**config.mk**
```make
export PLATFORM = sky130hd
export DESIGN_NAME = data_memory_arbiter
export DESIGN_NICKNAME = d
export VERILOG_FILES = /design/src/rtl/data_memory_arbiter.sv
export SDC_FILE = /design/constraint.sdc
export NUM_CORES = 1
export LEC_CHECK = 0
export CORE_AREA = 10 10 91 93
export CTS_CLUSTER_SIZE = 25
export DETAILED_ROUTE_END_ITERATION = 8
export DIE_AREA = 0 0 101 103
export PLACE_DENSITY = 0.84
export SYNTH_ARGS = -nofsm -noshare
export SYNTH_HDL_FRONTEND = slang
export SYNTH_SLANG_ARGS = --single-unit
```
**constraint.sdc**
```tcl
create_clock -name clock -period 3.45 [get_ports clock]
set_input_delay 0.5175 -clock clock [delete_from_list [all_inputs] [get_ports clock]]
set_output_delay 0.5175 -clock clock [all_outputs]
set_load 0.01 [all_outputs]
```
**src/rtl/data_memory_arbiter.sv**
```systemverilog
// Two-port data memory arbiter: round-robin with lock bursts.
// Single memory command per cycle, one-cycle registered read return.
`ifndef ADDRESS_SIZE
`define ADDRESS_SIZE 16
`endif
`ifndef DATA_SIZE
`define DATA_SIZE 32
`endif

module data_memory_arbiter #(
    parameter int ADDRESS_SIZE = `ADDRESS_SIZE,
    parameter int DATA_SIZE    = `DATA_SIZE
) (
    input  logic                    clock,
    input  logic                    reset,
    input  logic                    req0,
    input  logic                    req1,
    input  logic                    we0,
    input  logic                    we1,
    input  logic                    lock0,
    input  logic                    lock1,
    input  logic [ADDRESS_SIZE-1:0] addr0,
    input  logic [ADDRESS_SIZE-1:0] addr1,
    input  logic [DATA_SIZE-1:0]    wdata0,
    input  logic [DATA_SIZE-1:0]    wdata1,
    output logic                    gnt0,
    output logic                    gnt1,
    output logic                    rvalid0,
    output logic                    rvalid1,
    output logic [DATA_SIZE-1:0]    rdata0,
    output logic [DATA_SIZE-1:0]    rdata1,
    output logic                    mem_read,
    output logic                    mem_write,
    output logic [ADDRESS_SIZE-1:0] mem_address,
    output logic [DATA_SIZE-1:0]    mem_data_in,
    input  logic [DATA_SIZE-1:0]    mem_data_out
);

    typedef enum logic [1:0] {
        IDLE  = 2'd0,
        LOCK0 = 2'd1,
        LOCK1 = 2'd2
    } state_t;

    state_t state;
    logic   last_grant;
    logic   rd_pending;
    logic   rd_owner;
    logic   pick0;
    logic   pick1;

    // A locked owner is the only candidate; otherwise alternate on contention.
    always_comb begin
        pick0 = 1'b0;
        pick1 = 1'b0;
        unique case (state)
            IDLE: begin
                if (req0 && req1) begin
                    pick0 = last_grant;
                    pick1 = !last_grant;
                end else begin
                    pick0 = req0;
                    pick1 = req1;
                end
            end
            LOCK0:   pick0 = req0;
            LOCK1:   pick1 = req1;
            default: ;
        endcase
    end

    assign gnt0 = reset && pick0;
    assign gnt1 = reset && pick1;

    always_comb begin
        mem_read    = 1'b0;
        mem_write   = 1'b0;
        mem_address = '0;
        mem_data_in = '0;
        if (gnt0) begin
            mem_read    = !we0;
            mem_write   = we0;
            mem_address = addr0;
            mem_data_in = wdata0;
        end else if (gnt1) begin
            mem_read    = !we1;
            mem_write   = we1;
            mem_address = addr1;
            mem_data_in = wdata1;
        end
    end

    assign rvalid0 = rd_pending && !rd_owner;
    assign rvalid1 = rd_pending && rd_owner;
    assign rdata0  = rvalid0 ? mem_data_out : '0;
    assign rdata1  = rvalid1 ? mem_data_out : '0;

    always_ff @(posedge clock or negedge reset) begin
        if (!reset) begin
            state      <= IDLE;
            last_grant <= 1'b1;
            rd_pending <= 1'b0;
            rd_owner   <= 1'b0;
        end else begin
            rd_pending <= mem_read;
            rd_owner   <= gnt1;
            if (gnt0)
                last_grant <= 1'b0;
            else if (gnt1)
                last_grant <= 1'b1;
            unique case (state)
                IDLE: begin
                    if (gnt0 && lock0)
                        state <= LOCK0;
                    else if (gnt1 && lock1)
                        state <= LOCK1;
                end
                LOCK0: begin
                    if (!req0 || !lock0)
                        state <= IDLE;
                end
                LOCK1: begin
                    if (!req1 || !lock1)
                        state <= IDLE;
                end
                default: state <= IDLE;
            endcase
        end
    end

endmodule

```
==> flow_metrics.py, run 1 <==
metrics = {
    "floorplanning": {
        "initial_core_util_pct": 18.3,
        "dieArea_um2": 10400,
        "dieWidth_um": 101,
        "core-area_um2": 6570,
        "row_count": 30,
        "ios": 254,
        "die_h_um": 103,
    },
    "yosys": {
        "yosys-top-cells-count": "a22o_1 (50), and2_1 (33), and3_1 (32), clkbuf_1 (9), buf_6 (6)",
        "netlist_area_um2": 1200,
        "netlist_top_cells_area": "a22o_1 (36%), and2_1 (17%), and3_1 (17%)",
        "synth_top_cell_by_area": "a22o_1",
        "synth_edf_count": 0,
        "netlist-cell-type-count": 19,
        "synth-compound-area-share_pct": 40.3,
        "synth_simple_gate_area_share_pct": 37.4,
        "ys_ff_latch": 5,
        "syn_nets": 295,
        "post-synth-top-count-cell": "a22o_1",
        "synth_mux_area_share_pct": 0,
        "postSynthCellCount": 159,
        "synth_xor_area_share_pct": 0,
        "synth_fa_ha_area_share_pct": 0,
        "ys.warnings.count": 0,
        "synth_top_family_by_area": "compound AO/OA/AOI/OAI gates",
        "avgSynthCellArea_um2": 7.55,
        "yosysSeqAreaShare_pct": 10.5,
        "ys_async_sr_fraction_pct": 100,
        "synthFlopType": "dfrtp_1",
        "synth_top_area_share_pct": 36.5,
    },
    "power": {
        "combinationalPowerShare_pct": 73.5,
        "total_leakage_power_nw": 1.58,
        "p_switching_uw": 216,
        "internal_power_uw": 471,
        "power_frac_seq_pct": 10.8,
        "ir_drop_uv": 108,
        "p_clk_share_pct": 15.7,
        "power.density_nw_per_um2": 179,
        "sw_frac_of_total_pct": 31.4,
    },
    "cts": {
        "postCtsSetupRepairBufs": 0,
        "cts-root-buf": "clkbuf_8",
        "ctsResizeCount": 0,
        "cts.sinks": 5,
        "htree_num_levels": 1,
        "clockBufferDepth": 2,
        "clk_latency_ps": 220,
        "numCtsBuffers": 3,
        "cts_hold_buf": 0,
        "path_clk_slew_ps": 30,
        "cts_tree": "done",
    },
    "finish": {
        "n_antenna_cell": 0,
        "instances_no_fill": 482,
        "syn2layout_area_growth_pct": 219,
        "fillerInstances": 582,
        "nets": 539,
        "drive_above_1_share_pct": 2.99,
    },
    "hold_path": {
        "worstHoldStart": "state[1]",
        "hold_path.class": "reg -> reg",
    },
    "placed_design": {
        "io_buffers": 253,
        "gp_congestion": 0.886,
        "dp_hpwl_um": 8280,
        "dp_cells": 478,
    },
    "sta": {
        "final_hold_viol_count": 0,
        "drv_slew": 0,
        "setup-tns-final_ps": 0,
        "setup_viol": 0,
        "finalClockSkew_ps": 0.340,
        "max_clock_freq_mhz": 334,
        "final.period_utilization_pct": 86.8,
        "slew_headroom_pct": 83.3,
        "rsz0062_at_grt": "false",
        "max_slew.worst_pin.slew_ps": 251,
        "final.min_clock_period_ps": 3000,
    },
    "detailed_routing": {
        "drcViolationCount": 0,
        "firstDrtPassIters": 4,
        "final_antenna_net_count": 0,
        "first_iter_violations": 55,
        "vias": 2251,
        "wire_per_inst_um": 19.8,
        "avgViaCountPerCell": 4.67,
        "wirelength_um": 9550,
    },
    "setup_path": {
        "crit_top_cell": "clkdlybuf4s50_1",
        "arrival_ps": 2480,
        "worstSetupEndpointType": "output port",
        "slowest_delay_ps": 550,
        "crit_path_top_delay_cell": "clkdlybuf4s50_1",
        "crit_path_start": "req0",
        "crit_required_ps": 2930,
        "critical_path.max_fanout": 51,
        "cp_cell_sequence": "clkdlybuf4s50_1, and2b_1, o311a_2, buf_12, a22o_1, clkdlybuf4s50_1",
        "startpoint_type": "input pin",
        "r2r-start": "state[1]",
        "crit_type": "in -> out",
    },
    "global_route": {
        "antenna_found_initial": 0,
        "grt_pass1_vias": 2404,
        "grt_pass1_wl_um": 13600,
        "grt_max_degree": 53,
        "grt-ovfl-total": 0,
        "track_usage_pct": 16.2,
    },
    "job": {
        "cap_violations": 0,
    },
    "outcome": {
        "status": "finished, final reports clean",
    },
}
-- kinds of logic (layout without fill, tap and decap cells) --
logic type             after synthesis  in the layout
AO/OA/AOI/OAI                       57             57
flip-flops                           5              5
buffers and inverters               24            267
AND/OR/NAND/NOR                     73             73
-- power by group through the flow --
stage	logic [mW]	clock network (mW)	registers, mW
2_1_floorplan	0.169	0	0.0741
3_3_place_gp	0.503	0	0.0746
3_5_place_dp	0.508	0	0.0749
4_1_cts	0.512	0.110	0.0742
5_1_grt	0.542	0.115	0.0752
6_report	0.505	0.108	0.0743
-- layout by cell type, fill, tap and decap left out, drive strengths merged --
master / synthesis / final
o311a: 1 / 1
o21ai: 1 / 1
nor2b: 2 / 2
and3: 32 / 32
clkbuf: 9 / 4
and2: 33 / 33
a22o: 50 / 50
nand2: 3 / 3
and2b: 1 / 1
nand3b: 1 / 1
a21oi: 4 / 4
a31oi: 1 / 1
clkdlybuf4s50: 0 / 253
dfrtp: 4 / 4
buf: 11 / 6
dfstp: 1 / 1
inv: 4 / 4
nor2: 1 / 1
-- critical path, delay by kind of cell --
family                 cells  cell delay, ps
AOI/OAI and AO/OA          2             450
and+or+nand+nor            1             240
buffers and inverters      3            1240
-- metrics by stage --
stage	instance area, um2	hold WS (ps)	util [%]	power (mW)	setup slack (ps)
final	3830	512	58.3	0.687	455
after global routing	3830	592	58.3	0.732	369
after CTS	3830	516	58.3	0.696	433
after detailed placement	3780	508	57.6	0.583	451
after global placement	3780	499	57.6	0.577	476
after floorplan	1200	222	-	0.244	1520
-- routing by layer --
layer	routed length [um]	share of wire, %	GRT usage (%)	vias up
li1	-	-	-	1085
met1	3160	33	15.2	1005
met2	4900	51	29.4	155
met3	1410	15	9.99	6
met4	80	0.84	3.64	0
met5	0	0	0	-
-- final timing paths --
check                             endpoint  slack [ps]  cells after the start
min                               state[1]         510                      2
max                        mem_address[10]         450                      6
max reg2reg                     rd_pending        2050                      4
min reg2reg                       state[1]         510                      2
min in group asynchronous         state[0]         620                      2
max in group asynchronous       last_grant        2620                      2
-- layout make-up --
| cell class | instances | area [um2] | area share [%] |
|---|---|---|---|
| Timing Repair Buffer | 259 | 2600 | 68.0 |
| Inverter | 4 | 15.0 | 0.392 |
| Clock buffer | 4 | 45.0 | 1.18 |
| Sequential cell | 5 | 126 | 3.30 |
| Tap cell | 80 | 100 | 2.61 |
| Multi-Input combinational cell | 130 | 941 | 24.6 |
-- flip-flops by register name, summed over array words and instances, names as in the netlist --
register    flops
last_grant      1
rd_owner        1
rd_pending      1
state           2
No activity file was read; power rests on OpenSTA's default activity.
==> inputs of run 2 (changes only) <==
--- a/config.mk
+++ b/config.mk
@@ -5,11 +5,12 @@
 export SDC_FILE = /design/constraint.sdc
 export NUM_CORES = 1
 export LEC_CHECK = 0
-export CORE_AREA = 10 10 91 93
+export CORE_AREA = 10 10 90 92
 export CTS_CLUSTER_SIZE = 25
 export DETAILED_ROUTE_END_ITERATION = 8
-export DIE_AREA = 0 0 101 103
-export PLACE_DENSITY = 0.84
+export DIE_AREA = 0 0 100 102
+export DONT_BUFFER_PORTS = 1
+export PLACE_DENSITY = 0.34
 export SYNTH_ARGS = -nofsm -noshare
 export SYNTH_HDL_FRONTEND = slang
 export SYNTH_SLANG_ARGS = --single-unit
==> flow_metrics.py, run 2 (synthesis gave the netlist of run 1 again) <==
metrics = {
    "finish": {
        "n_antenna_cell": 0,
        "largest_register_ffs": 2,
        "final_common_cell": "a22o_1",
        "nets": 285,
        "regMostFlops": "state",
        "final_cell_mix": "a22o_1 (50), and2_1 (33), and3_1 (32)",
        "fillerInstances": 708,
        "syn2layout_area_growth_pct": 5.32,
        "drive_above_1_share_pct": 6.76,
    },
    "cts": {
        "path_clk_slew_ps": 40,
        "cts.sinks": 5,
        "htree_num_levels": 1,
        "clk_latency_ps": 220,
        "postCtsSetupRepairBufs": 0,
        "clockBufferDepth": 2,
        "numCtsBuffers": 3,
        "cts-root-buf": "clkbuf_8",
        "cts_tree": "done",
    },
    "sta": {
        "slew_headroom_pct": 39.3,
        "finalClockSkew_ps": 1.23,
        "timing.final.ws_setup_ps": 843,
        "max_slew.worst_pin.slew_ps": 910,
        "max_clock_freq_mhz": 384,
        "final.period_utilization_pct": 75.6,
        "setup-tns-final_ps": 0,
        "drv_slew": 0,
        "final.min_clock_period_ps": 2610,
        "final_hold_viol_count": 0,
        "rsz0062_at_grt": "false",
        "setup_viol": 0,
    },
    "global_route": {
        "grt_pass1_wl_um": 9300,
        "grt_pass1_vias": 1487,
        "grt-ovfl-total": 0,
        "track_usage_pct": 11.1,
        "grt_max_degree": 52,
        "antenna_found_initial": 0,
    },
    "placed_design": {
        "pre_cts_ws_ps": 977,
        "dp_hpwl_um": 6210,
        "io_buffers": 0,
        "gp_congestion": 0.736,
    },
    "setup_path": {
        "crit_type": "reg -> out",
        "endpoint": "mem_data_in[30]",
        "r2r_end": "rd_pending",
        "critical_path.max_fanout": 51,
        "slowest_delay_ps": 830,
        "arrival_ps": 2090,
        "r2r_slack_ps": 1500,
        "startpoint_type": "flip-flop",
        "r2r-start": "state[1]",
        "crit_required_ps": 2930,
        "reg2reg_depth": 3,
        "cp_cell_sequence": "and2b_1, o311a_2, a22o_1",
        "crit_path_top_delay_cell": "o311a_2",
        "worstSetupEndpointType": "output port",
        "crit_path_start": "state[1]",
    },
    "detailed_routing": {
        "drcViolationCount": 0,
        "firstDrtPassIters": 4,
        "wire_per_inst_um": 31.0,
        "final_antenna_net_count": 0,
        "wirelength_um": 6980,
        "vias": 1334,
        "first_iter_violations": 50,
        "avgViaCountPerCell": 5.93,
    },
    "power": {
        "ir_drop_uv": 125,
        "p_clk_share_pct": 28.7,
        "total_leakage_power_nw": 0.631,
        "power.density_nw_per_um2": 294,
        "internal_power_uw": 211,
        "combinationalPowerShare_pct": 51.0,
        "power_frac_seq_pct": 20.3,
        "p_switching_uw": 161,
        "sw_frac_of_total_pct": 43.4,
    },
    "floorplanning": {
        "initial_core_util_pct": 19.1,
        "ios": 254,
        "core-area_um2": 6280,
        "row_count": 29,
        "dieWidth_um": 100,
        "dieArea_um2": 10200,
        "die_h_um": 102,
    },
    "outcome": {
        "status": "finished, final reports clean",
    },
    "job": {
        "cap_violations": 0,
    },
    "hold_path": {
        "hold_path.class": "in -> async",
    },
}
run 2: how the worst min path moves through the flow:
stage	to	startpoint
after CTS	last_grant	reset
after floorplan	rd_owner	reset
after detailed placement	state[0]	reset
final	last_grant	reset
after global placement	state[0]	reset
after global routing	last_grant	reset
run 2: worst max-delay path: cells and delay by family, from the launching register on:
kind / cells / cell delay, ps
AND/OR/NAND/NOR: 1 / 300
AO/OA/AOI/OAI: 2 / 1180
flip-flops: 1 / 360
run 2: final cells by class:
class                      instances  area, um2  share of cell area [%]
multi-input combinational        130        941                    74.5
tap                               77       96.3                    7.62
timing repair buffer               5       40.0                    3.17
clock buffer                       4       45.0                    3.56
sequential                         5        126                    10.0
inverter                           4       15.0                    1.19
run 2: what timing repair did:
item,CTS,global route
hold endpoints to repair,4,0
resized for setup,0,0
hold buffers,1,0
run 2: per-stage QoR:
step / utilization [%] / power (mW) / cells / area [um2] / hold slack, ps
2_1_floorplan: - / 0.244 / 159 / 1200 / 222
3_3_place_gp: 19.3 / 0.270 / 220 / 1210 / 222
3_5_place_dp: 19.3 / 0.268 / 220 / 1210 / 222
4_1_cts: 20.1 / 0.382 / 225 / 1260 / 136
5_1_grt: 20.1 / 0.402 / 225 / 1260 / 130
6_report: 20.1 / 0.372 / 225 / 1260 / 144
run 2: power groups by stage:
stage                     sequential (mW)  combinational [mW]  clock (mW)
final                              0.0755               0.190       0.107
after global routing               0.0765               0.208       0.117
after CTS                          0.0755               0.195       0.111
after detailed placement           0.0762               0.192           0
after global placement             0.0762               0.193           0
after floorplan                    0.0741               0.169           0
run 2: per-layer routing:
metal / global-route usage, % / vias up / wire, um
li1: - / 573 / -
met1: 8.88 / 599 / 1900
met2: 21.7 / 160 / 3740
met3: 8.37 / 2 / 1310
met4: 1.30 / 0 / 27
met5: 0 / - / 0
==> inputs of run 3 (changes only) <==
--- a/config.mk
+++ b/config.mk
@@ -10,7 +10,7 @@
 export DETAILED_ROUTE_END_ITERATION = 8
 export DIE_AREA = 0 0 100 102
 export DONT_BUFFER_PORTS = 1
-export PLACE_DENSITY = 0.34
+export PLACE_DENSITY = 0.35
 export SYNTH_ARGS = -nofsm -noshare
 export SYNTH_HDL_FRONTEND = slang
 export SYNTH_SLANG_ARGS = --single-unit
==> constraint.sdc (replaced) <==
create_clock -name clock -period 2.3 [get_ports clock]
set_input_delay 0.345 -clock clock [delete_from_list [all_inputs] [get_ports clock]]
set_output_delay 0.345 -clock clock [all_outputs]
set_load 0.01 [all_outputs]
==> flow_metrics.py, run 3 (synthesis gave the netlist of run 1 again) <==
metrics = {
    "outcome": {
        "status": "finished, final reports clean",
    },
    "detailed_routing": {
        "drcViolationCount": 0,
        "wire_per_inst_um": 31.0,
        "avgViaCountPerCell": 6.00,
        "wirelength_um": 7010,
        "final_antenna_net_count": 0,
        "first_iter_violations": 38,
        "vias": 1357,
        "firstDrtPassIters": 4,
    },
    "global_route": {
        "grt_pass1_vias": 1462,
        "grt-ovfl-total": 0,
        "track_usage_pct": 11.3,
        "grt_max_degree": 52,
        "antenna_found_initial": 0,
        "grt_pass1_wl_um": 9470,
    },
    "floorplanning": {
        "die_h_um": 102,
        "initial_core_util_pct": 19.1,
        "ios": 254,
        "dieArea_um2": 10200,
        "row_count": 29,
        "dieWidth_um": 100,
        "core-area_um2": 6280,
    },
    "finish": {
        "seq_area_um2": 126,
        "multiInputGateArea_um2": 943,
        "post-route-util_pct": 20.7,
        "instances_no_fill": 226,
        "fillerInstances": 701,
        "nets": 286,
        "final_common_cell": "a22o_1",
        "syn2layout_area_growth_pct": 8.24,
        "drive_above_1_share_pct": 8.05,
        "regMostFlops": "state",
        "final_cell_mix": "a22o_1 (50), and2_1 (33), and3_1 (32), inv_1 (4), dfrtp_1 (4)",
        "n_antenna_cell": 0,
        "largest_register_ffs": 2,
    },
    "cts": {
        "cts.sinks": 5,
        "htree_num_levels": 1,
        "cts_tree": "done",
        "clk_latency_ps": 220,
        "ctsResizeCount": 0,
        "cts-root-buf": "clkbuf_8",
        "numCtsBuffers": 3,
        "clockBufferDepth": 2,
        "path_clk_slew_ps": 40,
    },
    "power": {
        "power.density_nw_per_um2": 439,
        "ir_drop_uv": 166,
        "total_leakage_power_nw": 0.643,
    },
    "setup_path": {
        "r2r-start": "state[1]",
        "crit_type": "reg -> out",
        "r2r_end": "rd_pending",
        "arrival_ps": 1640,
        "crit_required_ps": 1960,
        "critical_path.max_fanout": 51,
        "worstSetupEndpointType": "output port",
        "r2r_slack_ps": 790,
        "startpoint_type": "flip-flop",
        "reg2reg_depth": 4,
    },
    "sta": {
        "setup-tns-final_ps": 0,
        "max_slew.worst_pin.slew_ps": 294,
        "finalClockSkew_ps": 0.400,
        "slew_headroom_pct": 80.4,
        "drv_slew": 0,
        "final.min_clock_period_ps": 1990,
        "rsz0062_at_grt": "false",
        "max_clock_freq_mhz": 504,
        "final.period_utilization_pct": 86.3,
        "setup_viol": 0,
        "final_hold_viol_count": 0,
    },
    "hold_path": {
        "worstHoldStart": "reset",
        "hold_depth": 1,
        "hold_path_end": "last_grant",
        "hold_path.class": "in -> reg",
    },
    "placed_design": {
        "gp_congestion": 0.724,
        "dp_cells": 221,
        "dp_hpwl_um": 6220,
        "io_buffers": 0,
    },
    "job": {
        "cap_violations": 0,
    },
}
## run 3: cell types whose count changed in the layout (fill, tap and decap cells not counted)
cell / change
buf_4: -1
nor2b_2: +1
nor2b_1: -1
buf_12: +2
## run 3: stage by stage
step / instance area [um2] / hold WS [ps] / setup slack (ps) / total power, mW
after global placement: 1240 / 49.7 / 558 / 0.413
after floorplan: 1200 / 49.4 / 719 / 0.365
after CTS: 1300 / 182 / 300 / 0.583
after global routing: 1300 / 180 / 213 / 0.613
after detailed placement: 1240 / 49.7 / 530 / 0.413
final: 1300 / 186 / 314 / 0.570
## run 3: routing by layer
metal,up-vias,share of wire [%],track usage (%)
met4,0,0.76,2.50
met3,4,18,7.76
li1,578,-,-
met5,-,0,0
met2,152,55,22.0
met1,623,26,9.04
## run 3: cell type report
class / instances / area share (%)
inverters: 4 / 1.16
flip-flops and latches: 5 / 9.73
well taps: 77 / 7.42
repair buffers: 6 / 5.59
clock buffers: 4 / 3.47
multi-input cells: 130 / 72.6
## run 3: how the worst max path moves through the flow
stage / start / endpoint / slack (ps) / cells past startpoint
after floorplan: req1 / mem_address[10] / 720 / 5
after global placement: state[1] / mem_data_in[23] / 560 / 4
after detailed placement: state[1] / mem_read / 530 / 4
after CTS: state[1] / mem_read / 300 / 4
after global routing: state[1] / mem_read / 210 / 4
final: state[1] / mem_read / 310 / 4
## run 3: critical path, cell delays in order, from the launching register on
cell     delay (ps)
dfrtp_1         360
and2b_1         310
o311a_2         250
buf_12          230
a22o_1          270
## run 3: repair_timing
item	4_1_cts	5_1_grt
endpoints found under the setup margin	0	0
endpoints found under the hold margin	5	0
setup buffers	0	0
hold buffers	1	0
## run 3: report_power, final
part / switching, mW / leakage [nW] / internal (mW)
Sequential: 0.0117 / 0.0642 / 0.101
Combinational: 0.190 / 0.556 / 0.105
Clock: 0.0426 / 0.0228 / 0.119
Total: 0.245 / 0.643 / 0.325
